[src/rtl/prefetch_queue.sv]
// Instruction prefetch queue: a single-outstanding fetch engine feeding a
// DEPTH-entry circular FIFO of {pc, instruction} pairs for the decoder.
module prefetch_queue #(
  parameter int              XLEN     = 32,
  parameter int              DEPTH    = 4,
  parameter logic [XLEN-1:0] RESET_PC = '0
) (
  input  logic                       clk,
  input  logic                       reset,
  input  logic                       stop,
  input  logic                       wb_pc,
  input  logic [XLEN-1:0]            wb_pc_data,
  output logic                       prog_mem_req,
  output logic [XLEN-1:0]            prog_mem_addr,
  input  logic                       prog_mem_ack,
  input  logic [31:0]                prog_mem_data,
  input  logic                       deq,
  output logic                       valid,
  output logic [31:0]                command,
  output logic [XLEN-1:0]            now_pc,
  output logic [$clog2(DEPTH+1)-1:0] count
);

  localparam int          PW  = $clog2(DEPTH);
  localparam int          CW  = $clog2(DEPTH+1);
  localparam logic [31:0] NOP = 32'h0000_0013;

  typedef enum logic [1:0] {
    IDLE    = 2'd0,
    WAIT    = 2'd1,
    DISCARD = 2'd2
  } state_t;

  typedef struct packed {
    logic [XLEN-1:0] pc;
    logic [31:0]     instr;
  } entry_t;

  state_t          state, state_next;
  logic [XLEN-1:0] fetch_pc;
  logic [XLEN-1:0] pend_pc;
  logic [PW-1:0]   wr_ptr, rd_ptr;
  entry_t          mem [DEPTH];

  logic redirect, complete, hold, push, pop;

  // stop freezes the pipeline, so a redirect is only honoured while running.
  assign redirect      = wb_pc & ~stop;
  assign prog_mem_req  = ~reset & ((state != IDLE) | (~stop & (count < CW'(DEPTH))));
  assign prog_mem_addr = fetch_pc;
  assign complete      = prog_mem_req & prog_mem_ack;
  assign hold          = prog_mem_req & ~prog_mem_ack;
  assign push          = complete & (state != DISCARD) & ~redirect;
  assign pop           = deq & valid & ~stop & ~redirect;

  assign valid   = (count != '0);
  assign command = valid ? mem[rd_ptr].instr : NOP;
  assign now_pc  = valid ? mem[rd_ptr].pc : '0;

  // NOTE: sequential state uses non-blocking assignments so every register
  // samples the pre-edge values regardless of statement order.
  always_ff @(posedge clk or posedge reset) begin
    if (reset) state <= IDLE;
    else       state <= state_next;
  end

  // A redirect while a request stays in flight cannot retarget the bus (the
  // address must hold until ack), so the request is parked in DISCARD.
  always_comb begin
    // NOTE: defaulting every always_comb output first rules out inferred latches.
    state_next = state;
    case (state)
      IDLE: begin
        if (hold) state_next = redirect ? DISCARD : WAIT;
      end
      WAIT: begin
        if (prog_mem_ack)  state_next = IDLE;
        else if (redirect) state_next = DISCARD;
      end
      DISCARD: begin
        if (prog_mem_ack) state_next = IDLE;
      end
      default: state_next = IDLE;
    endcase
  end

  // The redirect target waits in pend_pc until the abandoned request retires.
  always_ff @(posedge clk or posedge reset) begin
    if (reset) begin
      fetch_pc <= RESET_PC;
      pend_pc  <= RESET_PC;
    end else if (redirect && hold) begin
      pend_pc <= wb_pc_data;
    end else if (redirect) begin
      fetch_pc <= wb_pc_data;
    end else if (complete && state == DISCARD) begin
      fetch_pc <= pend_pc;
    end else if (push) begin
      fetch_pc <= fetch_pc + XLEN'(4);
    end
  end

  always_ff @(posedge clk or posedge reset) begin
    if (reset) begin
      wr_ptr <= '0;
      rd_ptr <= '0;
      count  <= '0;
    end else if (redirect) begin
      wr_ptr <= '0;
      rd_ptr <= '0;
      count  <= '0;
    end else begin
      if (push) wr_ptr <= wr_ptr + PW'(1);
      if (pop)  rd_ptr <= rd_ptr + PW'(1);
      case ({push, pop})
        2'b10:   count <= count + CW'(1);
        2'b01:   count <= count - CW'(1);
        default: count <= count;
      endcase
    end
  end

  // NOTE: queue storage is not reset; count gates every read, so stale
  // contents are never observable.
  always_ff @(posedge clk) begin
    if (push) mem[wr_ptr] <= '{pc: fetch_pc, instr: prog_mem_data};
  end

endmodule

[config.mk]
export PLATFORM = sky130hd
export DESIGN_NAME = prefetch_queue
export DESIGN_NICKNAME = d
export VERILOG_FILES = /design/src/rtl/prefetch_queue.sv
export SDC_FILE = /design/constraint.sdc
export NUM_CORES = 1
export LEC_CHECK = 0
export ABC_AREA = 1
export CAP_MARGIN = 20
export CORE_MARGIN = 8
export CORE_UTILIZATION = 48
export DETAILED_ROUTE_END_ITERATION = 10
export DONT_BUFFER_PORTS = 1
export PLACE_DENSITY = 0.7
export SETUP_SLACK_MARGIN = 0.4
export SLEW_MARGIN = 0
export SYNTH_ARGS = -nofsm -noshare
export SYNTH_HDL_FRONTEND = slang
export SYNTH_SLANG_ARGS = --single-unit
[constraint.sdc]
create_clock -name clk -period 4.86 [get_ports clk]
set_input_delay 0.972 -clock clk [delete_from_list [all_inputs] [get_ports clk]]
set_output_delay 0.972 -clock clk [all_outputs]
set_load 0.02 [all_outputs]
Yosys cells after proc, flatten, opt, wreduce, memory -nomap -nowiden
Memories as Yosys holds them, arrays and structs flattened.
Index checks and enable logic that the tools add are counted.
Word-level totals
  register bits: 73
  bits in latches: 0
  bits in writable memories: 256
  bits in read-only memories: 0
  bits of input ports: 70
  word-level logic and storage cells: 67
  memories kept: 1
Memories
  mem: words 4, bits a word 64, rd ports 1, clocked after Yosys merged registers in 0, write ports 1, line 43  | entry_t mem [DEPTH];
Cells by class
  add/subtract/negate cells: 5
  $mul: 0
  div/mod/pow operators: 0
  magnitude comparators: 1
  equality and inequality tests: 8
  shifts and indexed selects: 0
  mux-type cells: 19
  bitwise operators: 16
  reduce and logical (&&, ||, !) cells: 11
Operator list (count)
  $mux W32: 5
  $add A32 B3 Y32 const B: 1
  $mux W2: 9
  $and A1 B1 Y1: 10
  $reduce_bool A3 Y1: 3
  $ne A2 B2 Y1 const B: 3
  $pmux W2 S3: 1
  $pmux W3 S2: 1
  $reduce_bool A2 Y1: 3
  $not A1 Y1: 5
  $add A2 B1 Y2 const B: 2
  $eq A2 B1 Y1 const B: 2
  $eq A2 B2 Y1 const B: 2
  $add A3 B1 Y3 const B: 1
  $lt A3 B3 Y1 const B: 1
  $mux W3: 1
  $ne A3 B3 Y1 const B: 1
  $reduce_and A3 Y1: 1
  $sub A3 B1 Y3 const B: 1
  $logic_and A1 B1 Y1: 2
  $logic_not A2 Y1: 1
  $mux W1: 2
  $reduce_and A2 Y1: 1
  $or A1 B1 Y1: 1

Logic depth before layout (Yosys ltp)
Gate-level depths: netlist (run 1).
  word-level depth: 10
  gate-level depth with buffers: 14
  gate-level depth less buffers: 14

Worst setup path before layout (run 1)
No wires, ideal clock.
  path type: input-to-reg
  start point: input port stop
  end point: memory mem[0][0] (netlist name), enable pin
  setup time: 487 ps
  arrival: 4340 ps
  required time: 4373 ps
  setup slack: 33 ps
  stages on the path: 5
  buffers on the path: 0
  cell sequence: inv_1 -> nand2_1 -> a21oi_4 -> nand4_1 -> nor2_1
Between the ends
  longest elaborated chain between the ends: 9
  elaborated cells between the ends (all ways): 11
  classes of those cells: 2 x mux; 9 x bitwise
RTL lines
  start: declaration: line 10  | input logic stop,
  $not A1 Y1: line 49  | assign prog_mem_req = ~reset & ((state != IDLE) | (~stop & (count < CW'(DEPTH))));
  $and A1 B1 Y1: line 49
  $or A1 B1 Y1: line 49
  $and A1 B1 Y1: line 49
  named net prog_mem_req: line 13  | output logic prog_mem_req,
  $and A1 B1 Y1: line 51  | assign complete = prog_mem_req & prog_mem_ack;
  $and A1 B1 Y1 (2 in a row): line 53  | assign push = complete & (state != DISCARD) & ~redirect;
  $mux W1: line 126  | if (push) mem[wr_ptr] <= '{pc: fetch_pc, instr: prog_mem_data};
  $mux W1 (implied by the code): line 126
  end: declaration: line 43
The timed path passes the listed nets, and every way through them passes these cells.

Worst setup path in the final report (run 1)
  start point: register rd_ptr[1]
  end point: output port now_pc[12]
Between the ends
  longest elaborated chain between the ends: 2
RTL lines
  start: declaration: line 42  | logic [PW-1:0] wr_ptr, rd_ptr;
  start signal: assignment: line 114  | if (pop) rd_ptr <= rd_ptr + PW'(1);
  $mem_v2 Z4 W64
  $mux W32: line 58  | assign now_pc = valid ? mem[rd_ptr].pc : '0;
  end: declaration: line 20  | output logic [XLEN-1:0] now_pc,
No other way between the ends.

==> results of run 1 <==
## per-layer routing
| layer | vias up | track usage [%] |
|---|---|---|
| li1 | 4707 | - |
| met1 | 4668 | 24.8 |
| met2 | 321 | 30.6 |
| met3 | 60 | 6.65 |
| met4 | 0 | 5.14 |
| met5 | - | 0 |
## worst max-delay path: cells and delay by family (launching register included)
family                 cells  cell delay, ps
DFF                        1             330
buffers and inverters      3            1490
AOI/OAI and AO/OA          2             500
and+or+nand+nor            1             150
## cell type report
class	count	area (sq um)	share of cell area, %
flip-flops and latches	329	9520	60.3
multi-input cells	944	4330	27.4
clock buffers	46	960	6.08
well taps	390	488	3.09
inverters	57	215	1.36
repair buffers	19	173	1.09
clock inverters	17	103	0.650
## cell usage in the layout, fill, tap and decap left out, types with 6 or more instances in the layout
cell,Yosys,layout
xnor2_1,6,6
nand2_1,235,235
inv_2,5,6
inv_1,52,50
clkbuf_1,46,9
clkinv_1,0,11
a21oi_1,87,87
o21ai_0,148,148
mux2_2,24,24
buf_4,2,15
o21ai_1,8,8
edfxtp_1,256,256
nand3_1,37,37
dfrtp_1,73,71
clkbuf_16,0,37
nor2_1,365,361
## how the worst max path moves through the flow
stage | end | depth (start not counted) | startpoint
global route | now_pc[8] | 6 | rd_ptr[1]$_DFFE_PP0P_
global placement | command[19] | 6 | rd_ptr[1]$_DFFE_PP0P_
floorplan | mem[0][0]$_DFFE_PP_ | 5 | stop
detailed placement | now_pc[12] | 6 | rd_ptr[1]$_DFFE_PP0P_
finish | now_pc[12] | 6 | rd_ptr[1]$_DFFE_PP0P_
CTS | now_pc[12] | 6 | rd_ptr[1]$_DFFE_PP0P_
## report_power, final
| part | internal (mW) | leakage, nW | switching [mW] | total, mW |
|---|---|---|---|---|
| combinational | 0.758 | 2.18 | 2.01 | 2.77 |
| sequential | 3.62 | 3.21 | 0.799 | 4.41 |
| clock | 1.44 | 0.514 | 1.02 | 2.46 |
## registers in the layout (all words and copies together), names as in the netlist
signal         cells
count              3
mem              256
pend_pc           32
prog_mem_addr     32
rd_ptr             2
state              2
wr_ptr             2
## through the flow
stage | util (%) | power (mW) | setup WS, ps
2_1_floorplan | - | 6.35 | 33.2
3_3_place_gp | 49.9 | 7.17 | 1430
3_5_place_dp | 50.0 | 7.26 | 1400
4_1_cts | 53.6 | 9.73 | 849
5_1_grt | 53.6 | 10.2 | 611
6_report | 53.6 | 9.64 | 861
## cell families (layout without fill, tap and decap cells)
logic type,count (synthesis),after routing
flops,329,329
xor+xnor,11,11
compound gates,256,256
buf+inv,128,139
fa+ha+maj,6,6
simple gates,646,646
mux,25,25
==> results by group, run 1 <==
Cells and area
  • # diodes: 0
  • Fin nets: around 1500
  • Final instance area: roughly 16000 sq um
  • Fillers: around 2600
  • Area Growth Syn to Fin: 10.2%
  • Share of cells above drive strength 1: roughly 7.5%
  • Non-Filler Instances: 1802

Synth
  • Syn Std Cell Area: 14300 sq um
  • Unique masters post-synth: 35
  • Cells after Synth: 1401
  • Avg Synthesized Cell Area: around 10 sq um
  • Post-synthesis sequential element count: ~330
  • Adder-Cell Fraction of Synth Area: 0.577%
  • Synth Area in Compound Gates: a little under a tenth
  • Syn nets: approximately 1500
  • Post-synth EDFFs: approximately 260
  • Post-synth top area share: between 50% and 60%
  • Dominant cell type by area after synthesis: edfxtp_1
  • Post-Synth XOR/XNOR Area: less than 1%
  • Post-synth top cells: nor2_1 (365), edfxtp_1 (256), nand2_1 (235)
  • Simple-gate share of the synthesized area: 17.5%
  • Portion of netlist area occupied by mux cells: under 10%
  • FFs w/ async S/R, synth: between 20% and 30%
  • Main synth FF type: edfxtp_1
  • Count leader, synth: nor2_1
  • Dominant cells by area after synthesis: edfxtp_1 (54%), dfrtp_1 (13%), nor2_1 (9.6%), nand2_1 (6.2%), o21ai_0 (5.2%)
  • Ys Warns: 0
  • Post-synthesis sequential area ratio: around 66%
  • Largest family of logic cells by synthesized area: simple AND/OR/NAND/NOR gates

Routing
  • Initial DRC Count: 688
  • Routed vias: just under 10000
  • Wire per inst: 19.4 um
  • WL final: roughly 35 mm
  • WL met3: 3.46 mm
  • Met1 wire length: 14.5 mm
  • Metal2 WL: approximately 16 mm
  • DRT antenna net count: 0
  • Residual DRC: 0
  • Via density per instance: roughly 5.4
  • TritonRoute pass-1 iters: 5
  • Max Used Layer: met4

Global route
  • Initial antenna violation count: 0
  • First-pass GRT wire length: about 54 mm
  • GR Overflow Total: 0
  • Number of global-route vias before repair: ~9400
  • Largest net degree at the start of global routing: 86
  • All-Layer GR Usage: between 15 and 20%

Placed design
  • Dpl cells: about 1700
  • Half-perimeter wire length after placement: roughly 22 mm
  • DP Area: between 10000 and 15000 sq um
  • IO Port Bufs: 0
  • GP Congestion: between 0.8 and 0.9

STA
  • Final Hold Fails: 0
  • RSZ-0062 raised after global routing: no
  • Clock skew: 10.4 ps
  • Final period util: between 80% and 90%
  • Endpoints failing setup: 0
  • FMAX: 250 MHz
  • Post-route setup TNS: 0 ps
  • Slew HR: a little under a quarter
  • Worst hold slack: a little under 500 ps
  • Count of pins over their slew limit: 0
  • Fin crit period: 4000 ps
  • Slew @ Worst Pin: roughly 1100 ps

Floorplanning
  • Row count: 63
  • I/O pin total: ~170
  • CORE AREA: approximately 30000 sq um
  • Die height: between 150 and 200 um
  • Die W: about 190 um
  • Initial Util: roughly 49%
  • Die area: 35600 sq um

Critical path
  • Crit path capture type: output pin
  • Startpoint types: flop
  • CP Class: reg2out
  • R2R depth: 6
  • Slowest stage cell, crit path: buf_4
  • Max incr delay on CP: 640 ps
  • Flop-to-flop setup slack: about 1900 ps
  • Reg2Reg Launch Point: count[2]$_DFFE_PP0P_
  • FF-to-FF End: mem[0][57]$_DFFE_PP_
  • Required @ worst endpoint: around 3900 ps
  • Worst-path fanout max: 65
  • CP arrival: slightly above 3000 ps
  • CP cell instances: buf_4, inv_2, buf_12, nor2_1, o21ai_0, a21oi_1

CTS
  • Skew-Pair Late Insertion Delay: ~500 ps
  • Clock transition at path regs: ~60 ps
  • TritonCTS Buffers: 35
  • Clk sinks: around 330
  • H-tree depth: 2
  • CTS tree: done
  • Root Buffer Master: clkbuf_16
  • Setup Buffers After CTS: 0
  • Hold Buf Count CTS: 0
  • Post_cts resized: 0
  • Longest Clk Path Bufs: 3

Power
  • Leak Pwr: 5.91 nW
  • Pwr per Cell Area: between 600 and 700 nW/um^2
  • Maximum vdd drop: between 0.0004 and 0.0005 V

Flow run
  • Total of max-cap violations: 0

Hold path
  • Hold Path Stages: 1
  • Hold Startpoint: pend_pc[1]$_DFFE_PP0P_
  • Hold path endpoint: pend_pc[1]$_DFFE_PP0P_
  • Worst Hold Class: reg2reg

Status
  • Outcome: finished, final reports clean
Power figures use the tool's default switching activity.
==> inputs of run 2 (changes only) <==
- PLACE_DENSITY: 0.7 -> 0.72
- clock period: 4.86 -> 3.6 ns (I/O delays scaled with it)
==> run 2 against run 1 <==
Against the previous run: worst setup slack worse by 330 ps; sequential share of layout area down 0.80 points; critical path depth decreased by 1; via count up 0.53%; final area up 1.3%; flip-flop and latch count unchanged; routed wire length grew 0.83%; first-iteration DRC count grew 28%; non-clock buffer count up 4; global-route usage rose by 0.28 points; largest cell class unchanged.
==> results by group, run 2 (synthesis results as in run 1) <==
STA
  • Count of pins over their slew limit: 0
  • Endpoints failing setup: 0
  • Final Hold Fails: 0
  • Post-route setup TNS: 0 ps
  • Slew HR: around 44%
  • FMAX: between 300 and 400 MHz
  • RSZ-0062 raised after global routing: yes
  • Clock skew: approximately 13 ps
  • Final period util: ~85%
  • Fin crit period: slightly above 3000 ps
  • Slew @ Worst Pin: approximately 840 ps

Power
  • Maximum vdd drop: approximately 0.00064 V
  • Pwr per Cell Area: 836 nW/um^2
  • Leak Pwr: about 6.0 nW

Cells and area
  • Fillers: around 2500
  • Area Growth Syn to Fin: 11.7%
  • Most common cell after layout, fill and taps aside: nor2_1
  • Biggest register: mem
  • Most frequent cells in the layout: nor2_1 (361), edfxtp_1 (256), nand2_1 (235)
  • Non-Filler Instances: 1804
  • Largest register FFs: 256
  • # diodes: 0
  • Fin nets: between 1000 and 1500
  • Share of cells above drive strength 1: under 10%

Floorplanning
  • I/O pin total: 171
  • Die height: ~190 um
  • CORE AREA: approximately 29000 sq um
  • Die W: 189 um
  • Row count: 63
  • Die area: 35600 sq um
  • Initial Util: about half

Critical path
  • FF-to-FF End: count[2]$_DFFE_PP0P_
  • Startpoint types: flop
  • Crit path capture type: output pin
  • CP arrival: ~2300 ps
  • Flop-to-flop setup slack: approximately 960 ps
  • CP Class: reg2out
  • Required @ worst endpoint: roughly 2900 ps
  • R2R depth: 13
  • Reg2Reg Launch Point: count[2]$_DFFE_PP0P_
  • Worst-path fanout max: 131

CTS
  • H-tree depth: 2
  • Clock transition at path regs: roughly 60 ps
  • Hold Buf Count CTS: 0
  • CTS tree: done
  • Clk sinks: 329
  • Skew-Pair Late Insertion Delay: roughly 500 ps
  • Root Buffer Master: clkbuf_16
  • TritonCTS Buffers: 35
  • Longest Clk Path Bufs: 3

Routing
  • TritonRoute pass-1 iters: 5
  • Wire per inst: around 20 um
  • DRT antenna net count: 0
  • WL final: approximately 35 mm
  • Routed vias: ~9800
  • Initial DRC Count: about 880
  • Residual DRC: 0
  • Via density per instance: 5.44

Global route
  • Number of global-route vias before repair: around 9700
  • Initial antenna violation count: 0
  • GR Overflow Total: 0
  • Largest net degree at the start of global routing: around 130
  • All-Layer GR Usage: 19.5%
  • First-pass GRT wire length: 54.8 mm

Placed design
  • IO Port Bufs: 0
  • Dpl cells: approximately 1700
  • Half-perimeter wire length after placement: 21.8 mm
  • GP Congestion: around 0.84

Flow run
  • Total of max-cap violations: 0

Hold path
  • Worst Hold Class: in2async

Status
  • Outcome: finished, final reports clean
==> run 2: worst max path at each step <==
stage	start	endpoint	slack, ps	cells past startpoint
final	rd_ptr[0]$_DFFE_PP0P_	command[15]	540	5
after global routing	rd_ptr[0]$_DFFE_PP0P_	command[15]	400	5
after CTS	rd_ptr[0]$_DFFE_PP0P_	now_pc[20]	470	4
after detailed placement	stop	mem[1][3]$_DFFE_PP_	820	6
after global placement	stop	mem[1][3]$_DFFE_PP_	890	6
after floorplan	stop	mem[0][0]$_DFFE_PP_	20	5
==> run 2: final cells by class <==
class | count | area [sq um] | share of cell area, %
Timing Repair Buffer | 23 | 285 | 1.78
Inverter | 57 | 216 | 1.35
Multi-Input combinational cell | 944 | 4360 | 27.2
Clock buffer | 42 | 933 | 5.83
Sequential cell | 329 | 9520 | 59.5
Tap cell | 390 | 488 | 3.05
Clock inverter | 19 | 201 | 1.26
==> run 2: metal layers <==
layer	wire (um)	part of all wire (%)	global-route usage (%)
met1	14100	40	24.3
met2	16800	47	31.9
met3	3690	10	6.49
met4	811	2.3	5.89
met5	0	0	0
==> run 2: critical path: stages (launching register included) <==
cell and delay [ps]:
dfrtp_4 440, buf_12 390, nor2_1 100, nor2_1 130
o21ai_0 110, a21oi_1 530
==> run 2: where the power goes <==
group | internal, mW | total (mW) | switching, mW | leakage [nW]
Clock | 2.14 | 3.56 | 1.43 | 0.559
Sequential | 4.88 | 5.88 | 1.00 | 3.21
Combinational | 1.09 | 3.93 | 2.83 | 2.22
==> run 2: repair_timing <==
| action | CTS | global route |
|---|---|---|
| resized for setup | 0 | 8 |
| endpoints found under the setup margin | 0 | 13 |
| setup buffers | 0 | 0 |
==> run 2: through the flow <==
stage	total power [mW]	hold slack (ps)	utilization (%)	cell area, sq um	setup WS, ps
CTS	13.5	256	54.2	16000	470
global placement	9.80	468	50.3	14800	887
detailed placement	9.90	477	50.3	14800	819
floorplan	8.57	458	-	14300	17.3
global route	14.1	272	54.3	16000	399
finish	13.4	257	54.3	16000	536
